--- src/rtl/dds_pkg.sv ---
// dds_pkg: shared state encoding, sweep mode codes and default widths for the DDS sweep logic
package dds_pkg;
  typedef enum logic [1:0] {S_IDLE, S_LOAD, S_DWELL, S_DONE} state_t;
  localparam logic [1:0] MODE_SINGLE = 2'd0;
  localparam logic [1:0] MODE_SAW    = 2'd1;
  localparam logic [1:0] MODE_TRI    = 2'd2;
  localparam int DDS_FREQ_W = 5;
  localparam int DDS_WAVE_W = 2;
endpackage

--- src/rtl/dds_dwell_timer.sv ---
// dds_dwell_timer: loadable down-counter that flags when the current dwell has expired
module dds_dwell_timer #(
  parameter int W = 24
) (
  input  logic         clk,
  input  logic         rst,
  input  logic         load,
  input  logic         en,
  input  logic [W-1:0] load_val,
  output logic         zero
);
  logic [W-1:0] cnt_q, cnt_d;
  always_comb cnt_d = load ? load_val : (en && !zero) ? cnt_q - W'(1) : cnt_q;
  always_ff @(posedge clk or posedge rst)
    if (rst) cnt_q <= '0;
    else cnt_q <= cnt_d;
  assign zero = cnt_q == '0;
endmodule

--- src/rtl/dds_sweep_ctrl.sv ---
// dds_sweep_ctrl: frequency-sweep sequencer feeding waveform and coarse frequency codes to dds_ctrl
module dds_sweep_ctrl
  import dds_pkg::*;
#(
  parameter int FREQ_W  = DDS_FREQ_W,
  parameter int WAVE_W  = DDS_WAVE_W,
  parameter int DWELL_W = 24
) (
  input  logic               sys_clk,
  input  logic               sys_rst,
  input  logic               start,
  input  logic               abort,
  input  logic [FREQ_W-1:0]  cfg_start_code,
  input  logic [FREQ_W-1:0]  cfg_stop_code,
  input  logic [FREQ_W-1:0]  cfg_step,
  input  logic [DWELL_W-1:0] cfg_dwell,
  input  logic [1:0]         cfg_mode,
  input  logic [WAVE_W-1:0]  cfg_wave,
  input  logic [WAVE_W-1:0]  manual_wave,
  input  logic [FREQ_W-1:0]  manual_freq,
  output logic [WAVE_W-1:0]  waveform_counter,
  output logic [FREQ_W-1:0]  freq_counter,
  output logic               busy,
  output logic               step_strobe,
  output logic               done,
  output logic               cfg_err
);
  state_t state_q, state_d;
  logic [WAVE_W-1:0] wave_q, wave_d, sh_wave_q, sh_wave_d;
  logic [FREQ_W-1:0] freq_q, freq_d, sh_start_q, sh_start_d, sh_stop_q, sh_stop_d, sh_step_q, sh_step_d;
  logic [DWELL_W-1:0] sh_dwell_q, sh_dwell_d;
  logic [1:0] sh_mode_q, sh_mode_d;
  logic up_q, up_d, leg_q, leg_d, busy_q, busy_d, strobe_q, strobe_d, done_q, done_d, err_q, err_d;
  logic [FREQ_W-1:0] tgt, alt;
  logic zero;

  // Clamped step toward t, computed one bit wider so neither direction can wrap
  function automatic logic [FREQ_W-1:0] step_to(input logic [FREQ_W-1:0] c, s, t, input logic up);
    logic [FREQ_W:0] sum, dif;
    sum = {1'b0, c} + {1'b0, s};
    dif = {1'b0, c} - {1'b0, s};
    if (up) return (sum > {1'b0, t}) ? t : sum[FREQ_W-1:0];
    return (dif[FREQ_W] || dif[FREQ_W-1:0] < t) ? t : dif[FREQ_W-1:0];
  endfunction

  dds_dwell_timer #(.W(DWELL_W)) u_timer (
    .clk      (sys_clk),
    .rst      (sys_rst),
    .load     (state_q == S_LOAD || (state_q == S_DWELL && zero)),
    .en       (state_q == S_DWELL),
    .load_val (sh_dwell_q),
    .zero     (zero)
  );

  always_comb begin
    state_d    = state_q;
    wave_d     = wave_q;
    freq_d     = freq_q;
    up_d       = up_q;
    leg_d      = leg_q;
    strobe_d   = 1'b0;
    err_d      = 1'b0;
    sh_start_d = sh_start_q;
    sh_stop_d  = sh_stop_q;
    sh_step_d  = sh_step_q;
    sh_dwell_d = sh_dwell_q;
    sh_mode_d  = sh_mode_q;
    sh_wave_d  = sh_wave_q;
    tgt        = leg_q ? sh_start_q : sh_stop_q;
    alt        = leg_q ? sh_stop_q : sh_start_q;
    case (state_q)
      S_IDLE: begin
        wave_d = manual_wave;
        freq_d = manual_freq;
        if (start && !abort) begin
          if (cfg_step == '0) err_d = 1'b1;
          else begin
            sh_start_d = cfg_start_code;
            sh_stop_d  = cfg_stop_code;
            sh_step_d  = cfg_step;
            sh_dwell_d = cfg_dwell;
            sh_mode_d  = cfg_mode;
            sh_wave_d  = cfg_wave;
            state_d    = S_LOAD;
          end
        end
      end
      S_LOAD: begin
        freq_d   = sh_start_q;
        wave_d   = sh_wave_q;
        up_d     = sh_stop_q >= sh_start_q;
        leg_d    = 1'b0;
        strobe_d = 1'b1;
        state_d  = S_DWELL;
      end
      S_DWELL: if (zero) begin
        strobe_d = 1'b1;
        if (freq_q != tgt) freq_d = step_to(freq_q, sh_step_q, tgt, up_q);
        else if (sh_mode_q == MODE_SAW) freq_d = sh_start_q;
        else if (sh_mode_q == MODE_TRI) begin
          up_d   = !up_q;
          leg_d  = !leg_q;
          freq_d = step_to(freq_q, sh_step_q, alt, !up_q);
        end else begin
          strobe_d = 1'b0;
          state_d  = S_DONE;
        end
      end
      default: state_d = S_IDLE;
    endcase
    // Abort freezes the outputs for one edge; pass-through resumes from IDLE
    if (abort && state_q != S_IDLE) begin
      state_d  = S_IDLE;
      strobe_d = 1'b0;
      freq_d   = freq_q;
      wave_d   = wave_q;
      up_d     = up_q;
      leg_d    = leg_q;
    end
    busy_d = state_d != S_IDLE;
    done_d = state_d == S_DONE;
  end

  always_ff @(posedge sys_clk or posedge sys_rst)
    if (sys_rst) begin
      state_q    <= S_IDLE;
      wave_q     <= '0;
      freq_q     <= '0;
      up_q       <= 1'b1;
      leg_q      <= 1'b0;
      busy_q     <= 1'b0;
      strobe_q   <= 1'b0;
      done_q     <= 1'b0;
      err_q      <= 1'b0;
      sh_start_q <= '0;
      sh_stop_q  <= '0;
      sh_step_q  <= '0;
      sh_dwell_q <= '0;
      sh_mode_q  <= '0;
      sh_wave_q  <= '0;
    end else begin
      state_q    <= state_d;
      wave_q     <= wave_d;
      freq_q     <= freq_d;
      up_q       <= up_d;
      leg_q      <= leg_d;
      busy_q     <= busy_d;
      strobe_q   <= strobe_d;
      done_q     <= done_d;
      err_q      <= err_d;
      sh_start_q <= sh_start_d;
      sh_stop_q  <= sh_stop_d;
      sh_step_q  <= sh_step_d;
      sh_dwell_q <= sh_dwell_d;
      sh_mode_q  <= sh_mode_d;
      sh_wave_q  <= sh_wave_d;
    end

  assign waveform_counter = wave_q;
  assign freq_counter     = freq_q;
  assign busy             = busy_q;
  assign step_strobe      = strobe_q;
  assign done             = done_q;
  assign cfg_err          = err_q;
endmodule
--- config.mk ---
export PLATFORM = sky130hd
export DESIGN_NAME = dds_sweep_ctrl
export DESIGN_NICKNAME = d
export VERILOG_FILES = /design/src/rtl/dds_pkg.sv /design/src/rtl/dds_dwell_timer.sv /design/src/rtl/dds_sweep_ctrl.sv
export SDC_FILE = /design/constraint.sdc
export NUM_CORES = 1
export LEC_CHECK = 0
export CAP_MARGIN = 40
export CELL_PAD_IN_SITES_DETAIL_PLACEMENT = 1
export CELL_PAD_IN_SITES_GLOBAL_PLACEMENT = 1
export CORE_ASPECT_RATIO = 0.9
export CORE_MARGIN = 1
export CORE_UTILIZATION = 41
export CTS_BUF_LIST = sky130_fd_sc_hd__clkbuf_8
export CTS_CLUSTER_DIAMETER = 30
export CTS_CLUSTER_SIZE = 14
export DETAILED_ROUTE_END_ITERATION = 6
export PLACE_DENSITY = 0.82
export SYNTH_ARGS = -nofsm -noshare
export SYNTH_HDL_FRONTEND = slang
export SYNTH_SLANG_ARGS = --single-unit
--- constraint.sdc ---
create_clock -name sys_clk -period 3.27 [get_ports sys_clk]
set_input_delay 0.327 -clock sys_clk [delete_from_list [all_inputs] [get_ports sys_clk]]
set_output_delay 0.327 -clock sys_clk [all_outputs]
set_load 0.01 [all_outputs]
==> results.md <==
* Status: completed
* Fill cell count at 1466
* Post-Syn Instances at 576
* Total track usage at 0.248
* Drt wl/cell at 19.5 um
* Register share of total power at 0.243
* Max Freq at 313 MHz
* Grt ovf at 0
* Die ar. at 0.0137 mm2
* Area after DPL at 0.00648 mm2
* Reg-to-reg critical path endpoint: u_timer.cnt_q[21]$_DFFE_PP0P_
* Final Hold Fails at 0
* Final min period at 3.19 ns
* Sequential cell area fraction in the yosys report at 0.377
* First-pass DRT Iterations at 5
* Deepest clock path buffer count at 2
* # IOs at 65
* Initial Util at 0.424
* Worst Tran Pin Value at 0.791 ns
* Relative slew slack at 0.473
* CP Max Fanout at 4
* Setup slack, reg-to-reg at 0.08 ns
* Mean number of vias per cell at 5.76
* # clock sinks at 82
* Switching Power at 3.90 mW
* Final period utilization at 0.977
* Synth Flop Type: dfrtp_1
* Avg Synthesized Cell Area at 9.45 um2
* Worst setup EP type: flip-flop
* Diode count at 0
* Worst Setup Start Kind: flip-flop
* Syn nets at 671
* RSZ-0062 raised after global routing: true
* Max VDD drop at 634 uV
* Setup Viol. Count Final at 0
* DRT Wirelength at 16200 um
* Pin count of the biggest net entering global routing at 64
* Clk network pwr share at 0.085
* Syn Std Cell Area at 0.00544 mm2
* Critical Path End: u_timer.cnt_q[21]$_DFFE_PP0P_
* Vias in the first global route at 5087
* Max_cap viols at 0
* Initial drt markers at 272
* Design area at 0.00678 mm2
* P_leak at 3.06 nW
* Core Area at 0.0128 mm2
* Internal Power at 4.37 mW
* R2R Path Start: u_timer.cnt_q[6]$_DFFE_PP0P_
* Row cnt at 39
* Input/output buffers at 64
* Layout cells sized above 1 at 0.196
* CP Data Required Time at 3.54 ns
* Xor/xnor share of the synthesized area at 0.0177
* Fin. max-slew vios at 0
* Reg2Reg Depth at 8
* Synth Area in Compound Gates at 0.176
* Initial antenna violation count at 0
* Post-route DRC at 0
* Layout area overhead at 24.7%
* Post-Synth Simple-Gate Area at 0.139
* Total power at 8.27 mW
* PwrDens at 1220 mW/mm2
* Die height at 111 um
* Root Buffer Master: clkbuf_8
* First-pass GRT wire length at 26100 um
* Post-DRT Antenna Nets at 0
* FF+latch count, synth at 82
* Crit path DAT at 3.47 ns
* Mux cell area share after synthesis at 0.144
* Total CTS buffers at 9
* Worst Hold Class: in -> async
* Largest family of logic cells by synthesized area: compound AO/OA/AOI/OAI gates
* H-Tree Depth at 3
* Post-synth ARST share at 1.00
* Post-synthesis cell type count at 61
* Via count at 4802
* CP Launch Point: u_timer.cnt_q[6]$_DFFE_PP0P_
* CTS tree: built
* Clk_lat worst skew at 0.39 ns
* Die Span X at 123 um
* Number of flops mapped to enable cells by yosys at 0
* Placer Congestion at 0.931
* Switching part of the total at 0.472
* Dpl hpwl at 12100 um
* Crit Path Category: reg -> reg
* Synth warn at 0
* Skew final at 0.0125 ns
* Nets at 759
* Combinational power share at 0.673
* Synthesized-area fraction occupied by adder cells at 0.0970
* CTS clk-pin slew, worst paths at 0.09 ns
## stage by stage
step | util | cells | hold WS, ns | setup WS, ns | setup TNS (ns)
CTS | 0.519 | 829 | 0.101 | 0.0378 | 0
global route | 0.529 | 833 | 0.123 | -0.0879 | -0.353
global placement | 0.503 | 812 | 0.493 | 0.0343 | 0
detailed placement | 0.505 | 813 | 0.489 | -0.0793 | -0.0951
floorplan | - | 576 | 0.414 | 0.0805 | 0
finish | 0.529 | 833 | 0.119 | 0.0764 | 0
## cell families (layout without fill, tap and decap cells)
family,Yosys count,count (layout)
DFF,82,82
muxes,73,73
adders and majority gates,41,41
buffers and inverters,69,162
xor gates and xnor gates,11,11
AOI/OAI and AO/OA,155,155
and+or+nand+nor,145,145
## layout by cell type (no fill, tap or decap), types with 13 or more instances in the layout
master	instances
dfrtp_1	80
nor2_1	26
a22o_1	13
nand2_1	44
clkdlybuf4s50_1	64
a21oi_1	40
o21ai_0	43
nand3_1	13
buf_4	35
mux2_2	44
mux2i_1	28
inv_1	42
ha_1	36
## how the worst min path moves through the flow
| stage | from | depth (start not counted) | slack, ns | endpoint |
|---|---|---|---|---|
| 6_report | sys_rst | 2 | 0.12 | sh_start_q[2]$_DFFE_PP0P_ |
| 5_1_grt | sys_rst | 2 | 0.12 | sh_wave_q[0]$_DFFE_PP0P_ |
| 4_1_cts | sys_rst | 2 | 0.10 | sh_start_q[2]$_DFFE_PP0P_ |
| 3_5_place_dp | sh_dwell_q[13]$_DFFE_PP0P_ | 1 | 0.49 | sh_dwell_q[13]$_DFFE_PP0P_ |
| 3_3_place_gp | sh_dwell_q[8]$_DFFE_PP0P_ | 1 | 0.49 | sh_dwell_q[8]$_DFFE_PP0P_ |
| 2_1_floorplan | abort | 1 | 0.41 | waveform_counter[1]$_DFFE_PP0P_ |
## layout make-up
class,count,area (um2),share of cell area
clock inverter,7,51.3,0.00756
clock buffer,9,124,0.0183
multi-input combinational,425,3230,0.476
inverter,45,170,0.0251
tap,164,205,0.0302
sequential,82,2050,0.303
timing repair buffer,101,951,0.140
## registers in the layout, summed over array words and instances (netlist names)
signal,flops
sh_mode_q,2
cfg_err,1
step_strobe,1
sh_dwell_q,24
freq_counter,5
sh_wave_q,2
done,1
state_q,2
busy,1
leg_q,1
up_q,1
sh_step_q,5
sh_start_q,5
waveform_counter,2
u_timer.cnt_q,24
sh_stop_q,5
## metal layers
metal,vias up,part of all wire,track usage
met5,-,0,0
met4,0,0.015,0.0707
met3,22,0.047,0.0509
met2,114,0.47,0.389
met1,2419,0.47,0.344
li1,2247,-,-
## repair_timing
action / in CTS / in global routing
setup endpoints to repair: 4 / 8
hold buffers: 0 / 0
buffers inserted: 0 / 4
resized for setup: 3 / 25
pin swaps: 0 / 13
## critical path, cell delays in order (launching register included)
cell and delay [ns]:
dfrtp_1 0.40, or4_4 0.55, or3_4 0.39, or4_4 0.45, or3b_4 0.42, or3_4 0.38, nor4_4 0.14, o21ai_1 0.08
a22o_1 0.26
## power by group through the flow
stage,registers [mW],clock network (mW),logic [mW]
after CTS,1.99,0.731,5.13
final,2.01,0.700,5.56
after floorplan,1.87,0,3.35
after global routing,2.07,0.761,6.10
after detailed placement,2.01,0,5.08
after global placement,1.97,0,4.79
## cells in the mapped netlist, types with 5 or more instances
cell	n	area (um2)
nand4_1	5	31.3
nand3_1	13	65.1
mux2_2	44	495
o21ai_0	48	240
a22o_1	13	114
a21oi_1	44	220
dfrtp_1	81	2030
nor2b_1	6	37.5
nor4_1	5	31.3
nand2b_1	10	62.6
ha_1	39	488
xnor2_1	7	61.3
a21o_1	6	45.0
clkbuf_1	21	78.8
inv_1	45	169
nand2_1	45	169
nor2_1	26	97.6
mux2i_1	29	290
nor3_1	10	50.1
o21ai_1	5	25.0
(Power assumes the default switching activity.)
